===== src/rtl/trap_ctrl_if.sv =====
// rtl/trap_ctrl_if.sv - commit, CSR, data-bus and trap/redirect signal bundle for trap_ctrl
interface trap_ctrl_if #(
  parameter int XLEN = 64
);
  logic            commit_valid;
  logic            commit_ready;
  logic [XLEN-1:0] commit_pc;
  logic            commit_exc_valid;
  logic [3:0]      commit_exc_code;
  logic [XLEN-1:0] commit_tval;
  logic            commit_is_mret;
  logic            csr_mstatus_mie;
  logic [XLEN-1:0] csr_mie;
  logic [XLEN-1:0] csr_mip;
  logic [XLEN-1:0] csr_mtvec;
  logic [XLEN-1:0] csr_mepc;
  logic            dbus_busy;
  logic            trap_valid;
  logic            trap_is_interrupt;
  logic            trap_is_exception;
  logic            trap_is_mret;
  logic [XLEN-1:0] trap_pc;
  logic [XLEN-1:0] trap_cause;
  logic [XLEN-1:0] trap_tval;
  logic            flush;
  logic            redirect_valid;
  logic [XLEN-1:0] redirect_pc;

  modport master (
    output commit_valid, commit_pc, commit_exc_valid, commit_exc_code, commit_tval,
           commit_is_mret, csr_mstatus_mie, csr_mie, csr_mip, csr_mtvec, csr_mepc, dbus_busy,
    input  commit_ready, trap_valid, trap_is_interrupt, trap_is_exception, trap_is_mret,
           trap_pc, trap_cause, trap_tval, flush, redirect_valid, redirect_pc
  );

  modport slave (
    input  commit_valid, commit_pc, commit_exc_valid, commit_exc_code, commit_tval,
           commit_is_mret, csr_mstatus_mie, csr_mie, csr_mip, csr_mtvec, csr_mepc, dbus_busy,
    output commit_ready, trap_valid, trap_is_interrupt, trap_is_exception, trap_is_mret,
           trap_pc, trap_cause, trap_tval, flush, redirect_valid, redirect_pc
  );
endinterface


===== src/rtl/trap_ctrl.sv =====
// rtl/trap_ctrl.sv - commit-side trap sequencer: select event, drain dbus, strobe CSR update, redirect fetch
module trap_ctrl #(
  parameter int XLEN      = 64,
  parameter int DRAIN_MAX = 15
) (
  input logic       clk,
  input logic       resetn,
  trap_ctrl_if.slave bus
);
  typedef enum logic [1:0] {IDLE, DRAIN, UPDATE, REDIRECT} state_t;

  localparam int CW = $clog2(DRAIN_MAX + 1);

  state_t          state, next_state;
  logic [CW-1:0]   drain_cnt;
  logic            drain_done;
  logic [XLEN-1:0] pend;
  logic            irq_take;
  logic [3:0]      irq_code;
  logic            accept;
  logic            take;
  logic [XLEN-1:0] cause_d;
  logic [XLEN-1:0] tval_d;
  logic [XLEN-1:0] mtvec_q;
  logic [XLEN-1:0] base;
  logic [XLEN-1:0] target;
  logic            trap_valid_d, redirect_valid_d, flush_d;
  logic            trap_valid_q, redirect_valid_q, flush_q;
  logic            is_irq_q, is_exc_q, is_mret_q;
  logic [XLEN-1:0] trap_pc_q, trap_cause_q, trap_tval_q, redirect_pc_q;
  logic            unused_pend;

  // Only MEI/MSI/MTI are routed through here; other pending bits belong to other paths.
  assign pend        = bus.csr_mie & bus.csr_mip & {XLEN{bus.csr_mstatus_mie}};
  assign unused_pend = ^{pend[XLEN-1:12], pend[10:8], pend[6:4], pend[2:0]};
  assign irq_take    = pend[11] | pend[3] | pend[7];
  assign irq_code    = pend[11] ? 4'd11 : (pend[3] ? 4'd3 : 4'd7);

  assign accept     = bus.commit_valid && (state == IDLE);
  assign take       = accept && (irq_take || bus.commit_exc_valid || bus.commit_is_mret);
  assign drain_done = !bus.dbus_busy || (drain_cnt == CW'(DRAIN_MAX));
  assign base       = {mtvec_q[XLEN-1:2], 2'b00};

  // Cause/tval for the winning source; an interrupt masks a simultaneous exception or mret.
  always_comb begin
    cause_d = '0;
    tval_d  = '0;
    if (irq_take) begin
      cause_d = {1'b1, {(XLEN-5){1'b0}}, irq_code};
    end else if (bus.commit_exc_valid) begin
      cause_d = {{(XLEN-4){1'b0}}, bus.commit_exc_code};
      tval_d  = bus.commit_tval;
    end
  end

  // Redirect target: mepc is read live in UPDATE, mtvec comes from the acceptance snapshot.
  always_comb begin
    target = base;
    if (is_mret_q) begin
      target = bus.csr_mepc;
    end else if (is_irq_q && (mtvec_q[1:0] == 2'b01)) begin
      target = base + {{(XLEN-6){1'b0}}, trap_cause_q[3:0], 2'b00};
    end
  end

  // State register.
  always_ff @(posedge clk or negedge resetn) begin
    if (!resetn) state <= IDLE;
    else         state <= next_state;
  end

  // Next-state: one pass IDLE -> DRAIN -> UPDATE -> REDIRECT -> IDLE per accepted event.
  always_comb begin
    next_state = state;
    case (state)
      IDLE:     if (take) next_state = DRAIN;
      DRAIN:    if (drain_done) next_state = UPDATE;
      UPDATE:   next_state = REDIRECT;
      REDIRECT: next_state = IDLE;
      default:  next_state = IDLE;
    endcase
  end

  // Output decode from the next state so the strobes and flush come out of flops.
  always_comb begin
    trap_valid_d     = (next_state == UPDATE);
    redirect_valid_d = (next_state == REDIRECT);
    flush_d          = (next_state != IDLE);
  end

  // Drain counter restarts at zero every time DRAIN is entered and saturates at the timeout.
  always_ff @(posedge clk or negedge resetn) begin
    if (!resetn)              drain_cnt <= '0;
    else if (state != DRAIN)  drain_cnt <= '0;
    else if (!drain_done)     drain_cnt <= drain_cnt + 1'b1;
  end

  // Registered outputs and latched event fields.
  always_ff @(posedge clk or negedge resetn) begin
    if (!resetn) begin
      trap_valid_q     <= 1'b0;
      redirect_valid_q <= 1'b0;
      flush_q          <= 1'b0;
      is_irq_q         <= 1'b0;
      is_exc_q         <= 1'b0;
      is_mret_q        <= 1'b0;
      trap_pc_q        <= '0;
      trap_cause_q     <= '0;
      trap_tval_q      <= '0;
      mtvec_q          <= '0;
      redirect_pc_q    <= '0;
    end else begin
      trap_valid_q     <= trap_valid_d;
      redirect_valid_q <= redirect_valid_d;
      flush_q          <= flush_d;
      if (take) begin
        is_irq_q     <= irq_take;
        is_exc_q     <= !irq_take && bus.commit_exc_valid;
        is_mret_q    <= !irq_take && !bus.commit_exc_valid && bus.commit_is_mret;
        trap_pc_q    <= bus.commit_pc;
        trap_cause_q <= cause_d;
        trap_tval_q  <= tval_d;
        mtvec_q      <= bus.csr_mtvec;
      end
      if (state == UPDATE) redirect_pc_q <= target;
    end
  end

  assign bus.commit_ready      = (state == IDLE);
  assign bus.trap_valid        = trap_valid_q;
  assign bus.trap_is_interrupt = is_irq_q;
  assign bus.trap_is_exception = is_exc_q;
  assign bus.trap_is_mret      = is_mret_q;
  assign bus.trap_pc           = trap_pc_q;
  assign bus.trap_cause        = trap_cause_q;
  assign bus.trap_tval         = trap_tval_q;
  assign bus.flush             = flush_q;
  assign bus.redirect_valid    = redirect_valid_q;
  assign bus.redirect_pc       = redirect_pc_q;
endmodule


===== src/flat_wrapper.sv =====
// flat-port wrapper written by rule: the top's interface ports become plain ports
module trap_ctrl_flat 
#(
  parameter int XLEN      = 64,
  parameter int DRAIN_MAX = 15
)
  (clk, resetn, bus_commit_valid, bus_commit_pc, bus_commit_exc_valid, bus_commit_exc_code, bus_commit_tval, bus_commit_is_mret, bus_csr_mstatus_mie, bus_csr_mie, bus_csr_mip, bus_csr_mtvec, bus_csr_mepc, bus_dbus_busy, bus_commit_ready, bus_trap_valid, bus_trap_is_interrupt, bus_trap_is_exception, bus_trap_is_mret, bus_trap_pc, bus_trap_cause, bus_trap_tval, bus_flush, bus_redirect_valid, bus_redirect_pc);
  trap_ctrl_if #(.XLEN(XLEN)) bus_i ();
  input logic clk;
  input logic resetn;
  input wire logic [$bits(bus_i.commit_valid)-1:0] bus_commit_valid;
  input wire logic [$bits(bus_i.commit_pc)-1:0] bus_commit_pc;
  input wire logic [$bits(bus_i.commit_exc_valid)-1:0] bus_commit_exc_valid;
  input wire logic [$bits(bus_i.commit_exc_code)-1:0] bus_commit_exc_code;
  input wire logic [$bits(bus_i.commit_tval)-1:0] bus_commit_tval;
  input wire logic [$bits(bus_i.commit_is_mret)-1:0] bus_commit_is_mret;
  input wire logic [$bits(bus_i.csr_mstatus_mie)-1:0] bus_csr_mstatus_mie;
  input wire logic [$bits(bus_i.csr_mie)-1:0] bus_csr_mie;
  input wire logic [$bits(bus_i.csr_mip)-1:0] bus_csr_mip;
  input wire logic [$bits(bus_i.csr_mtvec)-1:0] bus_csr_mtvec;
  input wire logic [$bits(bus_i.csr_mepc)-1:0] bus_csr_mepc;
  input wire logic [$bits(bus_i.dbus_busy)-1:0] bus_dbus_busy;
  output wire logic [$bits(bus_i.commit_ready)-1:0] bus_commit_ready;
  output wire logic [$bits(bus_i.trap_valid)-1:0] bus_trap_valid;
  output wire logic [$bits(bus_i.trap_is_interrupt)-1:0] bus_trap_is_interrupt;
  output wire logic [$bits(bus_i.trap_is_exception)-1:0] bus_trap_is_exception;
  output wire logic [$bits(bus_i.trap_is_mret)-1:0] bus_trap_is_mret;
  output wire logic [$bits(bus_i.trap_pc)-1:0] bus_trap_pc;
  output wire logic [$bits(bus_i.trap_cause)-1:0] bus_trap_cause;
  output wire logic [$bits(bus_i.trap_tval)-1:0] bus_trap_tval;
  output wire logic [$bits(bus_i.flush)-1:0] bus_flush;
  output wire logic [$bits(bus_i.redirect_valid)-1:0] bus_redirect_valid;
  output wire logic [$bits(bus_i.redirect_pc)-1:0] bus_redirect_pc;
  assign bus_i.commit_valid = bus_commit_valid;
  assign bus_i.commit_pc = bus_commit_pc;
  assign bus_i.commit_exc_valid = bus_commit_exc_valid;
  assign bus_i.commit_exc_code = bus_commit_exc_code;
  assign bus_i.commit_tval = bus_commit_tval;
  assign bus_i.commit_is_mret = bus_commit_is_mret;
  assign bus_i.csr_mstatus_mie = bus_csr_mstatus_mie;
  assign bus_i.csr_mie = bus_csr_mie;
  assign bus_i.csr_mip = bus_csr_mip;
  assign bus_i.csr_mtvec = bus_csr_mtvec;
  assign bus_i.csr_mepc = bus_csr_mepc;
  assign bus_i.dbus_busy = bus_dbus_busy;
  assign bus_commit_ready = bus_i.commit_ready;
  assign bus_trap_valid = bus_i.trap_valid;
  assign bus_trap_is_interrupt = bus_i.trap_is_interrupt;
  assign bus_trap_is_exception = bus_i.trap_is_exception;
  assign bus_trap_is_mret = bus_i.trap_is_mret;
  assign bus_trap_pc = bus_i.trap_pc;
  assign bus_trap_cause = bus_i.trap_cause;
  assign bus_trap_tval = bus_i.trap_tval;
  assign bus_flush = bus_i.flush;
  assign bus_redirect_valid = bus_i.redirect_valid;
  assign bus_redirect_pc = bus_i.redirect_pc;
  trap_ctrl #(.XLEN(XLEN), .DRAIN_MAX(DRAIN_MAX)) u_core (.clk(clk), .resetn(resetn), .bus(bus_i));
endmodule

===== config.mk =====
export PLATFORM = sky130hd
export DESIGN_NAME = trap_ctrl_flat
export DESIGN_NICKNAME = d
export VERILOG_FILES = /design/src/rtl/trap_ctrl_if.sv /design/src/rtl/trap_ctrl.sv /design/src/flat_wrapper.sv
export SDC_FILE = /design/constraint.sdc
export NUM_CORES = 1
export LEC_CHECK = 0
export BUFFER_PORTS_ARGS = -buffer_cell sky130_fd_sc_hd__buf_4
export CAP_MARGIN = 20
export CORE_AREA = 2 2 253 255
export DETAILED_ROUTE_END_ITERATION = 12
export DIE_AREA = 0 0 255 257
export MAX_ROUTING_LAYER = met4
export PLACE_DENSITY = 0.51
export SKIP_CTS_REPAIR_TIMING = 1
export SLEW_MARGIN = 15
export SYNTH_ARGS = -nofsm -noshare
export SYNTH_HDL_FRONTEND = slang
export SYNTH_SLANG_ARGS = --single-unit

===== constraint.sdc =====
create_clock -name clk -period 2.05 [get_ports clk]
set_input_delay 0.41 -clock clk [delete_from_list [all_inputs] [get_ports clk]]
set_output_delay 0.41 -clock clk [all_outputs]
set_load 0.01 [all_outputs]

Yosys cells after proc, flatten, opt, wreduce, memory -nomap -nowiden
Index checks and enable logic that the tools add are counted.
{"block": "op_classes", "n_eq_ne": 9, "muxes": 13, "reduce_logical": 14, "addsub": 2, "n_bitwise": 4}
{"operator": "2-to-1 mux 64 bit", "n": 5}
{"operator": "adder 64 x 6 -> 64 bit", "n": 1}
{"operator": "AND 12 bit", "n": 2}
{"operator": "2-to-1 mux 4 bit", "n": 4}
{"operator": "equality test 2 bit, second input constant", "n": 4}
{"operator": "one-hot mux 2 bit (4 select lines)", "n": 1}
{"operator": "logical AND 1 bit", "n": 6}
{"operator": "adder 4 x 1 -> 4 bit, second input constant", "n": 1}
{"operator": "equality test 2 x 1 -> 1 bit, second input constant", "n": 2}
{"operator": "equality test 4 bit, second input constant", "n": 1}
{"operator": "2-to-1 mux 2 bit", "n": 2}
{"operator": "zero test 1 bit", "n": 3}
{"operator": "logical OR 1 bit", "n": 3}
{"operator": "2-to-1 mux 3 bit", "n": 1}
{"operator": "zero test 2 bit", "n": 1}
{"operator": "!= test 2 x 1 -> 1 bit, second input constant", "n": 1}
{"operator": "!= test 2 bit, second input constant", "n": 1}
{"operator": "bitwise OR 1 bit", "n": 2}
{"operator": "nonzero test 2 bit", "n": 1}
{"block": "totals", "output_inout_bits": 263, "in_bits": 395, "elab_cells": 55, "register_bits": 332}

Logic depth before layout (Yosys ltp)
Gate-level depths: netlist (run 1).
{"block": "logic_depth", "word_depth": 10, "mapped_depth": 9, "depth_no_buf": 8}

Least setup slack after synthesis (run 1)
Ideal clock, no wire load.
{"block": "synth_timing", "kind": "reg2reg", "from": "register u_core.trap_cause_q[0], in the netlist u_core.bus.trap_cause[0]", "to": "register u_core.redirect_pc_q[42], in the netlist u_core.bus.redirect_pc[42]", "arrival_ns": 2.203, "path_stages_with_launch": 10, "period_less_slack_ns": 2.337, "slack_ns": -0.287, "path_buffers": 1, "required_time_ns": 1.916, "setup_ns": 0.134, "path_cell_list": "dfrtp_1 -> ha_1 -> fa_1 -> a21o_1 -> a21o_1 -> nand4_2 -> buf_2 -> nor4_1 -> o31ai_1 -> o21ai_0"}
{"block": "synth_via", "elab_chain_cells": 3}
{"element": "from (decl)", "line": "trap_ctrl.sv:30", "source": "logic [XLEN-1:0] trap_pc_q, trap_cause_q, trap_tval_q, redirect_pc_q;"}
{"element": "from (signal assigned)", "line": "trap_ctrl.sv:121", "source": "trap_cause_q <= cause_d;"}
{"element": "adder 64 x 6 -> 64 bit", "line": "trap_ctrl.sv:62", "source": "target = base + {{(XLEN-6){1'b0}}, trap_cause_q[3:0], 2'b00};"}
{"element": "2-to-1 mux 64 bit", "line": "trap_ctrl.sv:61", "source": "end else if (is_irq_q && (mtvec_q[1:0] == 2'b01)) begin"}
{"element": "2-to-1 mux 64 bit", "line": "trap_ctrl.sv:59", "source": "if (is_mret_q) begin"}
{"element": "to (signal assigned)", "line": "trap_ctrl.sv:125", "source": "if (state == UPDATE) redirect_pc_q <= target;"}
{"element": "to (decl)", "line": "trap_ctrl.sv:30"}
No other way between the ends.
A chain may end at the register's enable or synchronous reset.

Worst setup path in the final report (run 1)
{"block": "layout_timing", "from": "register u_core.mtvec_q[2]", "to": "register u_core.redirect_pc_q[48], in the netlist u_core.bus.redirect_pc[48]"}
{"block": "layout_via", "elab_chain_cells": 3}
{"element": "from (decl)", "line": "trap_ctrl.sv:24", "source": "logic [XLEN-1:0] mtvec_q;"}
{"element": "from (signal assigned)", "line": "trap_ctrl.sv:123", "source": "mtvec_q <= bus.csr_mtvec;"}
{"element": "adder 64 x 6 -> 64 bit", "line": "trap_ctrl.sv:62"}
{"element": "2-to-1 mux 64 bit", "line": "trap_ctrl.sv:61"}
{"element": "2-to-1 mux 64 bit", "line": "trap_ctrl.sv:59"}
No other way between the ends.

==> results of run 1 <==
==> layout by cell type (no fill, tap or decap), types with 8 or more instances in the layout <==
cell type  instances
nor3_2             9
and3_1            26
nand3_1           21
xnor2_1           22
o21ai_1           22
inv_1             10
conb_1            59
o22ai_1           21
clkbuf_16         35
mux2i_1            9
nand2_1          422
a21oi_1           49
xor2_2            12
nand4_1           21
buf_4            606
buf_6             13
o21ai_0           30
nand2b_1           8
dfrtp_1          269
a22o_1            64
nor3_1            10
nor2_1            51
clkbuf_8           8
diode_2            8
buf_12            15
xor2_1            12
==> worst max-delay path: cells and delay by family, from the launching register on <==
kind / cells / cell delay (ns)
fa+ha+maj: 2 / 0.54
flops: 1 / 0.41
buf+inv: 1 / 0.19
xor+xnor: 1 / 0.20
simple gates: 2 / 0.26
compound gates: 3 / 0.52
==> final cells by class <==
class	instances	area (µm²)
Timing Repair Buffer	636	5020
Clock buffer	49	1010
Clock inverter	11	118
Antenna cell	8	20.0
Multi-Input combinational cell	975	5640
Inverter	11	41.3
Tap cell	846	1060
Fill cell	6587	43000
Sequential cell	272	6810
==> registers in the layout, indices dropped and copies added, names as in the netlist <==
name and count:
u_core.bus.redirect_pc 64, u_core.bus.trap_pc 64, u_core.bus.trap_tval 64, u_core.mtvec_q 64
u_core.bus.trap_cause 5, u_core.drain_cnt 4, u_core.state 2, u_core.bus.flush 1
u_core.bus.redirect_valid 1, u_core.bus.trap_is_exception 1, u_core.bus.trap_is_mret 1, u_core.bus.trap_valid 1
==> metrics by stage <==
stage                     setup slack, ns  total power, mW
after CTS                          -0.391             28.7
after detailed placement           -0.382             22.4
final                              -0.207             28.8
after floorplan                   -0.0348             15.1
after global placement             -0.347             22.2
after global routing               -0.305             30.9
==> power by group through the flow <==
| stage | clock network (mW) | registers [mW] | logic (mW) |
|---|---|---|---|
| after floorplan | 0 | 10.3 | 4.80 |
| after global placement | 0 | 9.59 | 12.6 |
| after detailed placement | 0 | 9.60 | 12.8 |
| after CTS | 6.33 | 9.60 | 12.8 |
| after global routing | 6.55 | 9.96 | 14.4 |
| final | 6.07 | 9.63 | 13.1 |
==> cells by family (layout without fill, tap and decap cells) <==
| logic type | count (synthesis) | in the layout | share of synthesized area, % |
|---|---|---|---|
| other | 1 | 67 | 0.0300 |
| adders and majority gates | 6 | 6 | 0.660 |
| AOI/OAI and AO/OA | 225 | 225 | 12.0 |
| muxes | 10 | 10 | 0.810 |
| DFF | 272 | 272 | 54.4 |
| xor gates and xnor gates | 50 | 50 | 3.50 |
| and+or+nand+nor | 624 | 625 | 22.1 |
| buffers and inverters | 149 | 707 | 6.61 |
==> metal layers <==
metal  up-vias  part of all wire [%]
li1       5605                     -
met1      5690                    42
met2       453                    45
met3        67                    10
met4         0                   2.1
met5         -                     0
==> final timing paths <==
check | from | endpoint | slack [ns]
worst max-delay path | u_core.mtvec_q[2] | u_core.bus.redirect_pc[48] | -0.21
worst min-delay path | bus_csr_mtvec[58] | u_core.mtvec_q[58] | 0.07
worst max register to register | u_core.mtvec_q[2] | u_core.bus.redirect_pc[48] | -0.21
worst min register to register | u_core.bus.redirect_pc[0] | u_core.bus.redirect_pc[0] | 0.47
max in group asynchronous | resetn | u_core.bus.trap_pc[25] | 0.86
min in group asynchronous | resetn | u_core.bus.redirect_pc[9] | 0.48
==> results.toml, run 1 <==
[power]
clkPwrFrac_pct = 21.1
p_switching_mw = 11.1
combPwrFrac_pct = 45.4
pwr_density_cell_mw_per_mm2 = 1460
ir_worst_vdd_v = 0.000585
p_leak_nw = 9.76
switching_share_pct = 38.5
pwr-share-seq_pct = 33.5
internal-power_mw = 17.7

[cells_and_area]
area_growth_pct = 57.5
fin_nets = 2331
fin_cells = 2808
fin_area_mm2 = 0.0197
utilization_pct = 31.4
layout-drive-gt1-share_pct = 39.9

[sta]
fin_crit_ns = 2.26
skew_ns = 0.0165
worst_slew_pin_slew_ns = 0.647
setup_viol_count_final = 38
setup_tns_ns = -3.59
max_freq_mhz = 443
fin_crit_sh_pct = 110
finalHoldWorstSlack_ns = 0.0714
maxSlewHeadroom_pct = 56.9
fin_ws_ns = -0.207
hold_viol_final = 0
maxSlewViolCount = 0
rsz0062_at_grt = "true"

[global_route]
grt_antenna_before_repair = 8
grtUsageMet2_pct = 24.2
top_usage_layer = "met2"
overflow = 0
met3_usage_pct = 6.40
grt_max_degree = 77
grt_pass1_wl_mm = 76.8
use_met1_pct = 19.7
grt_pass1_vias = 12300
grt.total_usage_pct = 15.9

[critical_path]
critPathKind = "reg2reg"
arrival_ns = 2.66
worstPathMaxFanout = 8
rr_worst_depth = 9
crit_path_start_kind = "flop"
setup.worst_path.end_class = "flop"
cp_slowest_cell = "dfrtp_1"
slowest_delay_ns = 0.41
cp_cell_sequence = "ha_4 -> fa_2 -> a21o_1 -> a21o_4 -> nand4_4 -> buf_6 -> nor4_4 -> xnor2_1 -> o22ai_1"
crit_required_ns = 2.45

[routing]
ant_nets = 0
vias = 11800
drt_wl_total_mm = 53.0
drt-wirelength-per-cell_um = 18.9
drt_iter0_drc = 581
dr.pass1.iters = 7
drc = 0
via_per_inst = 4.21

[clocking]
clock_latency_ns = 0.53
cts_htree_levels = 2
cts.sinks = 272
cts-root-buf = "clkbuf_16"
clockBufferDepth = 3
numCtsBuffers = 34
cts.clk_slew.worst_paths_ns = 0.06
cts_tree = "built"

[yosys]
yosysWarnings = 0
yosys_register_bits = 272
netlist_instances = 1337
syn_area_mm2 = 0.0125
synthArstFlopShare_pct = 100
yosys-top-cells-area = "dfrtp_1 (54%), nand2_1 (13%), a22o_1 (4.5%)"
synth_top_area_share_pct = 54.4
synth_common_cells = "nand2_1 (427), dfrtp_1 (272), a22o_1 (64), buf_4 (60), nor2_1 (52)"
synth.avg_cell_area_um2 = 9.36
yosysTopAreaCell = "dfrtp_1"
synth-seq-area-share_pct = 54.4
yosysMostFrequentCell = "nand2_1"
synth_edf_count = 0
synth_top_flop_cell = "dfrtp_1"
synth_cell_types = 62

[die]
die_w_um = 255
die-area_mm2 = 0.0655
ios = 658
die_y_um = 257
core_area_mm2 = 0.0627
start_util_pct = 20.0
num_rows = 92

[place]
portBuffers = 476
placed_area_mm2 = 0.0180
dpl.hpwl_mm = 40.6
gp_congestion = 0.882
dp_cells = 2727

[outcome]
violations = "setup timing"
status = "finished, violations left"

[min_path]
hold_path.class = "in2reg"
hold_depth = 3

[run]
cap_viol_max_count = 0
No activity file was read; power rests on OpenSTA's default activity.
==> inputs of run 2 (changes only) <==
Settings changed: REMOVE_ABC_BUFFERS set to 1.
==> results.toml, run 2 (synthesized netlist as in run 1, its figures left out) <==
[outcome]
status = "finished, violations left"
violations = "setup timing"

[run]
cap_viol_max_count = 0

[critical_path]
r2r-end = "u_core.bus.redirect_pc[20]"
cp_slowest_cell = "dfrtp_1"
r2r-start = "u_core.bus.trap_cause[0]"
worstPathMaxFanout = 4
cpMostUsedCell = "a21o_1"
cp_cell_sequence = "ha_2 -> fa_2 -> a21o_1 -> a21o_1 -> buf_4 -> buf_6 -> nand3_2 -> nor2_1 -> xnor2_1 -> o21ai_0"
arrival_ns = 2.66
setup.worst_path.end_class = "flop"
crit_required_ns = 2.44
r2r_slack_ns = -0.22
crit_path_start_kind = "flop"
critPathKind = "reg2reg"
slowest_delay_ns = 0.38
rr_worst_depth = 10

[global_route]
grt_pass1_wl_mm = 72.8
grt_pass1_vias = 12100
grt_max_degree = 81
grt.total_usage_pct = 14.9
overflow = 0
grt_antenna_before_repair = 4

[routing]
drt_wl_total_mm = 49.2
via_per_inst = 4.17
drt-wirelength-per-cell_um = 17.7
ant_nets = 0
drc = 0
drt_iter0_drc = 560
vias = 11600
dr.pass1.iters = 5

[place]
portBuffers = 476
gp_congestion = 0.860
post-place-ws_ns = -0.457
dp_cells = 2704
dpl.hpwl_mm = 36.3

[sta]
maxSlewViolCount = 0
skew_ns = 0.0111
rsz0062_at_grt = "true"
hold_viol_final = 0
worst_slew_pin_slew_ns = 0.516
maxSlewHeadroom_pct = 65.6
finalHoldWorstSlack_ns = 0.0679
setup_tns_ns = -5.84
fin_ws_ns = -0.222
setup_viol_count_final = 49
fin_crit_sh_pct = 111
max_freq_mhz = 440
fin_crit_ns = 2.27

[cells_and_area]
area_growth_pct = 55.0
fin_cells = 2776
layout-drive-gt1-share_pct = 37.2
fill_cells = 6620
final_common_cell = "buf_4"
layout_common_cells = "buf_4 (584), nand2_1 (424), dfrtp_1 (271)"
fin_nets = 2308
utilization_pct = 30.9

[min_path]
worst_hold_startpoint = "bus_commit_pc[56]"
hold_path.class = "in2reg"
holdPathEnd = "u_core.bus.trap_pc[56]"
hold_depth = 3

[clocking]
cts_htree_levels = 2
cts.clk_slew.worst_paths_ns = 0.06
numCtsBuffers = 34
cts.sinks = 272
clock_latency_ns = 0.53
cts-root-buf = "clkbuf_16"
clockBufferDepth = 3
cts_tree = "built"

[power]
ir_worst_vdd_v = 0.000590
pwr_density_cell_mw_per_mm2 = 1460
p_leak_nw = 9.74

[die]
die_y_um = 257
num_rows = 92
ios = 658
start_util_pct = 20.0
core_area_mm2 = 0.0627
die_w_um = 255
die-area_mm2 = 0.0655
run 2: cell count changes in the layout (fill, tap and decap cells not counted), sizes merged:
cell / change
bufinv: +2
buf: -23
nand4: -1
diode: -5
inv: -1
clkinv: -4
run 2: through the flow:
step	power, mW	instance area [µm²]
after floorplan	14.8	11900
after global placement	21.7	17800
after detailed placement	21.8	17800
after CTS	28.4	19000
after global routing	30.4	19400
final	28.3	19400
run 2: how the worst max path moves through the flow:
stage	startpoint	endpoint	slack (ns)	depth (start not counted)
after floorplan	bus_csr_mie[11]	u_core.bus.trap_cause[3]	-10.34	5
after global placement	u_core.bus.trap_cause[2]	u_core.bus.redirect_pc[49]	-0.52	9
after detailed placement	u_core.bus.trap_cause[2]	u_core.bus.redirect_pc[49]	-0.46	9
after CTS	u_core.bus.trap_cause[2]	u_core.bus.redirect_pc[49]	-0.48	9
after global routing	u_core.bus.trap_cause[0]	u_core.bus.redirect_pc[60]	-0.37	9
final	u_core.bus.trap_cause[0]	u_core.bus.redirect_pc[20]	-0.22	10
run 2: critical path: cells and delay by family, from the launching register on:
kind	cells	cell delay [ns]
AOI/OAI and AO/OA	3	0.53
DFF	1	0.38
xor gates and xnor gates	1	0.24
and+or+nand+nor	2	0.16
buffers and inverters	2	0.27
adders and majority gates	2	0.58
run 2: report_power, final:
part | internal [mW] | switching (mW)
Combinational | 5.98 | 6.47
Sequential | 7.84 | 1.70
Clock | 3.94 | 2.41
Total | 17.8 | 10.6
run 2: final cells by class:
cell class,count,area [µm²],share of cell area [%]
repair buffers,614,4920,25.4
flip-flops and latches,272,6810,35.1
diodes,3,7.51,0.0387
multi-input cells,974,5390,27.8
well taps,846,1060,5.46
inverters,11,41.3,0.213
clock inverters,8,145,0.748
clock buffers,48,1020,5.24
run 2: metal layers:
layer | GRT usage (%) | up-vias | share of wire (%)
li1 | - | 5543 | -
met1 | 18.2 | 5557 | 42
met2 | 23.4 | 417 | 47
met3 | 4.89 | 53 | 8.6
met4 | 3.78 | 0 | 2.1
met5 | - | - | 0
==> inputs of run 3 (changes only) <==
Settings changed: CORE_AREA 2 2 253 255 to 2 2 258 260, DIE_AREA 0 0 255 257 to 0 0 260 262, HOLD_SLACK_MARGIN set to 0.1, PLACE_DENSITY 0.51 to 0.5.
==> results.toml, run 3 (synthesized netlist as in run 1, its figures left out) <==
[critical_path]
arrival_ns = 2.76
r2r_slack_ns = -0.33
slowest_delay_ns = 0.41
crit_buf_inv = 2
crit_required_ns = 2.42
critPathKind = "reg2reg"
worstSetupStartpoint = "u_core.bus.trap_cause[0]"
crit_path_start_kind = "flop"
cpMostUsedCell = "a21o_1"
critPathTopFamily = "compound AO/OA/AOI/OAI gates"
cp_slowest_cell = "dfrtp_1"
cp_cell_sequence = "ha_4 -> fa_2 -> a21o_1 -> a21o_1 -> nand4_4 -> buf_4 -> clkbuf_16 -> nor3_1 -> o31ai_1 -> o21ai_0"
worstPathMaxFanout = 6
r2r-start = "u_core.bus.trap_cause[0]"
setup.worst_path.end_class = "flop"

[sta]
setup_viol_count_final = 52
fin_crit_ns = 2.38
maxSlewViolCount = 0
rsz0062_at_grt = "true"
maxSlewHeadroom_pct = 38.3
worst_slew_pin_slew_ns = 0.925
hold_viol_final = 0
fin_ws_ns = -0.333
skew_ns = 0.0201
fin_crit_sh_pct = 116
max_freq_mhz = 420

[power]
p_switching_mw = 11.0
clkPwrFrac_pct = 22.7
pwr_density_cell_mw_per_mm2 = 1350
p_leak_nw = 10.7
pwr-share-seq_pct = 33.0
internal-power_mw = 18.1
switching_share_pct = 37.8
combPwrFrac_pct = 44.3
ir_worst_vdd_v = 0.000636

[place]
dpl.hpwl_mm = 38.4
dp_cells = 2731
portBuffers = 476
placed_area_mm2 = 0.0179
post-place-ws_ns = -0.367
gp_congestion = 0.840

[die]
start_util_pct = 19.2
num_rows = 94
core_area_mm2 = 0.0653
die_y_um = 262
die_w_um = 260
ios = 658
die-area_mm2 = 0.0681

[global_route]
overflow = 0
grt_antenna_before_repair = 5
grt.total_usage_pct = 15.1
grt_pass1_vias = 12200
grt_max_degree = 77
grt_pass1_wl_mm = 75.7

[cells_and_area]
multiInputGateArea_mm2 = 0.00543
fin_nets = 2512
fin_cells = 3005
final_common_cell = "buf_4"
layout_common_cells = "buf_4 (591), nand2_1 (424), dfrtp_1 (271)"
fill_cells = 6677
layout-drive-gt1-share_pct = 34.6
register_area_mm2 = 0.00681
utilization_pct = 33.0
area_growth_pct = 72.0
fin_area_mm2 = 0.0215

[routing]
via_per_inst = 4.20
drt_iter0_drc = 665
drt-wirelength-per-cell_um = 17.9
vias = 12600
ant_nets = 0
drc = 0
dr.pass1.iters = 4
drt_wl_total_mm = 53.8

[min_path]
worst_hold_startpoint = "bus_csr_mtvec[37]"
hold_path.class = "in2reg"

[clocking]
cts.sinks = 272
cts.clk_slew.worst_paths_ns = 0.06
numCtsBuffers = 37
clock_latency_ns = 0.55
clockBufferDepth = 3
cts-root-buf = "clkbuf_16"
cts_htree_levels = 2
cts_tree = "built"

[run]
cap_viol_max_count = 0

[outcome]
status = "finished, violations left"
violations = "setup timing"
run 3: cell types whose count changed in the layout (fill, tap and decap cells not counted), sizes merged, moves of 3 or more:
| cell | delta |
|---|---|
| buf | +11 |
| clkinv | +3 |
| dlygate4sd3 | +189 |
| clkbuf | +5 |
run 3: per-stage QoR:
step / setup TNS, ns / hold slack (ns) / power, mW
global placement: -25.44 / 0.388 / 21.8
floorplan: -1971.26 / 0.114 / 14.8
detailed placement: -29.42 / 0.385 / 21.9
global route: -13.59 / 0.101 / 31.2
CTS: -13.66 / -0.218 / 28.8
finish: -8.11 / 0.0829 / 29.0
run 3: power groups by stage:
stage / Sequential [mW] / Clock (mW) / Combinational (mW)
floorplan: 10.4 / 0 / 4.48
global placement: 9.52 / 0 / 12.3
detailed placement: 9.53 / 0 / 12.4
CTS: 9.54 / 6.88 / 12.4
global route: 9.91 / 7.11 / 14.2
finish: 9.58 / 6.60 / 12.8
run 3: final timing paths:
check | endpoint | depth (start not counted)
min in group asynchronous | u_core.bus.redirect_pc[15] | 2
worst min register to register | u_core.bus.trap_pc[18] | 2
worst min-delay path | u_core.mtvec_q[37] | 3
worst max register to register | u_core.bus.redirect_pc[26] | 10
max in group asynchronous | u_core.bus.trap_is_mret | 3
worst max-delay path | u_core.bus.redirect_pc[26] | 10
run 3: layer usage:
layer  part of all wire (%)  vias up  GRT usage (%)  wire length [µm]
met5                      0        -              -                 0
li1                       -     5950              -                 -
met4                    1.7        0           3.45               908
met3                    7.8       56           4.88              4180
met1                     42     6192           18.4             22400
met2                     49      437           24.2             26300
run 3: final cells by class:
type	count	area share, %
diodes	4	0.0465
clock buffers	52	5.09
clock inverters	13	0.634
inverters	11	0.192
multi-input cells	974	25.2
flip-flops and latches	272	31.6
well taps	864	5.02
repair buffers	815	32.1
run 3: worst min-delay path, delay by kind of cell:
family / cells / cell delay, ns
simple gates: 2 / 0.10
buf+inv: 1 / 0.08
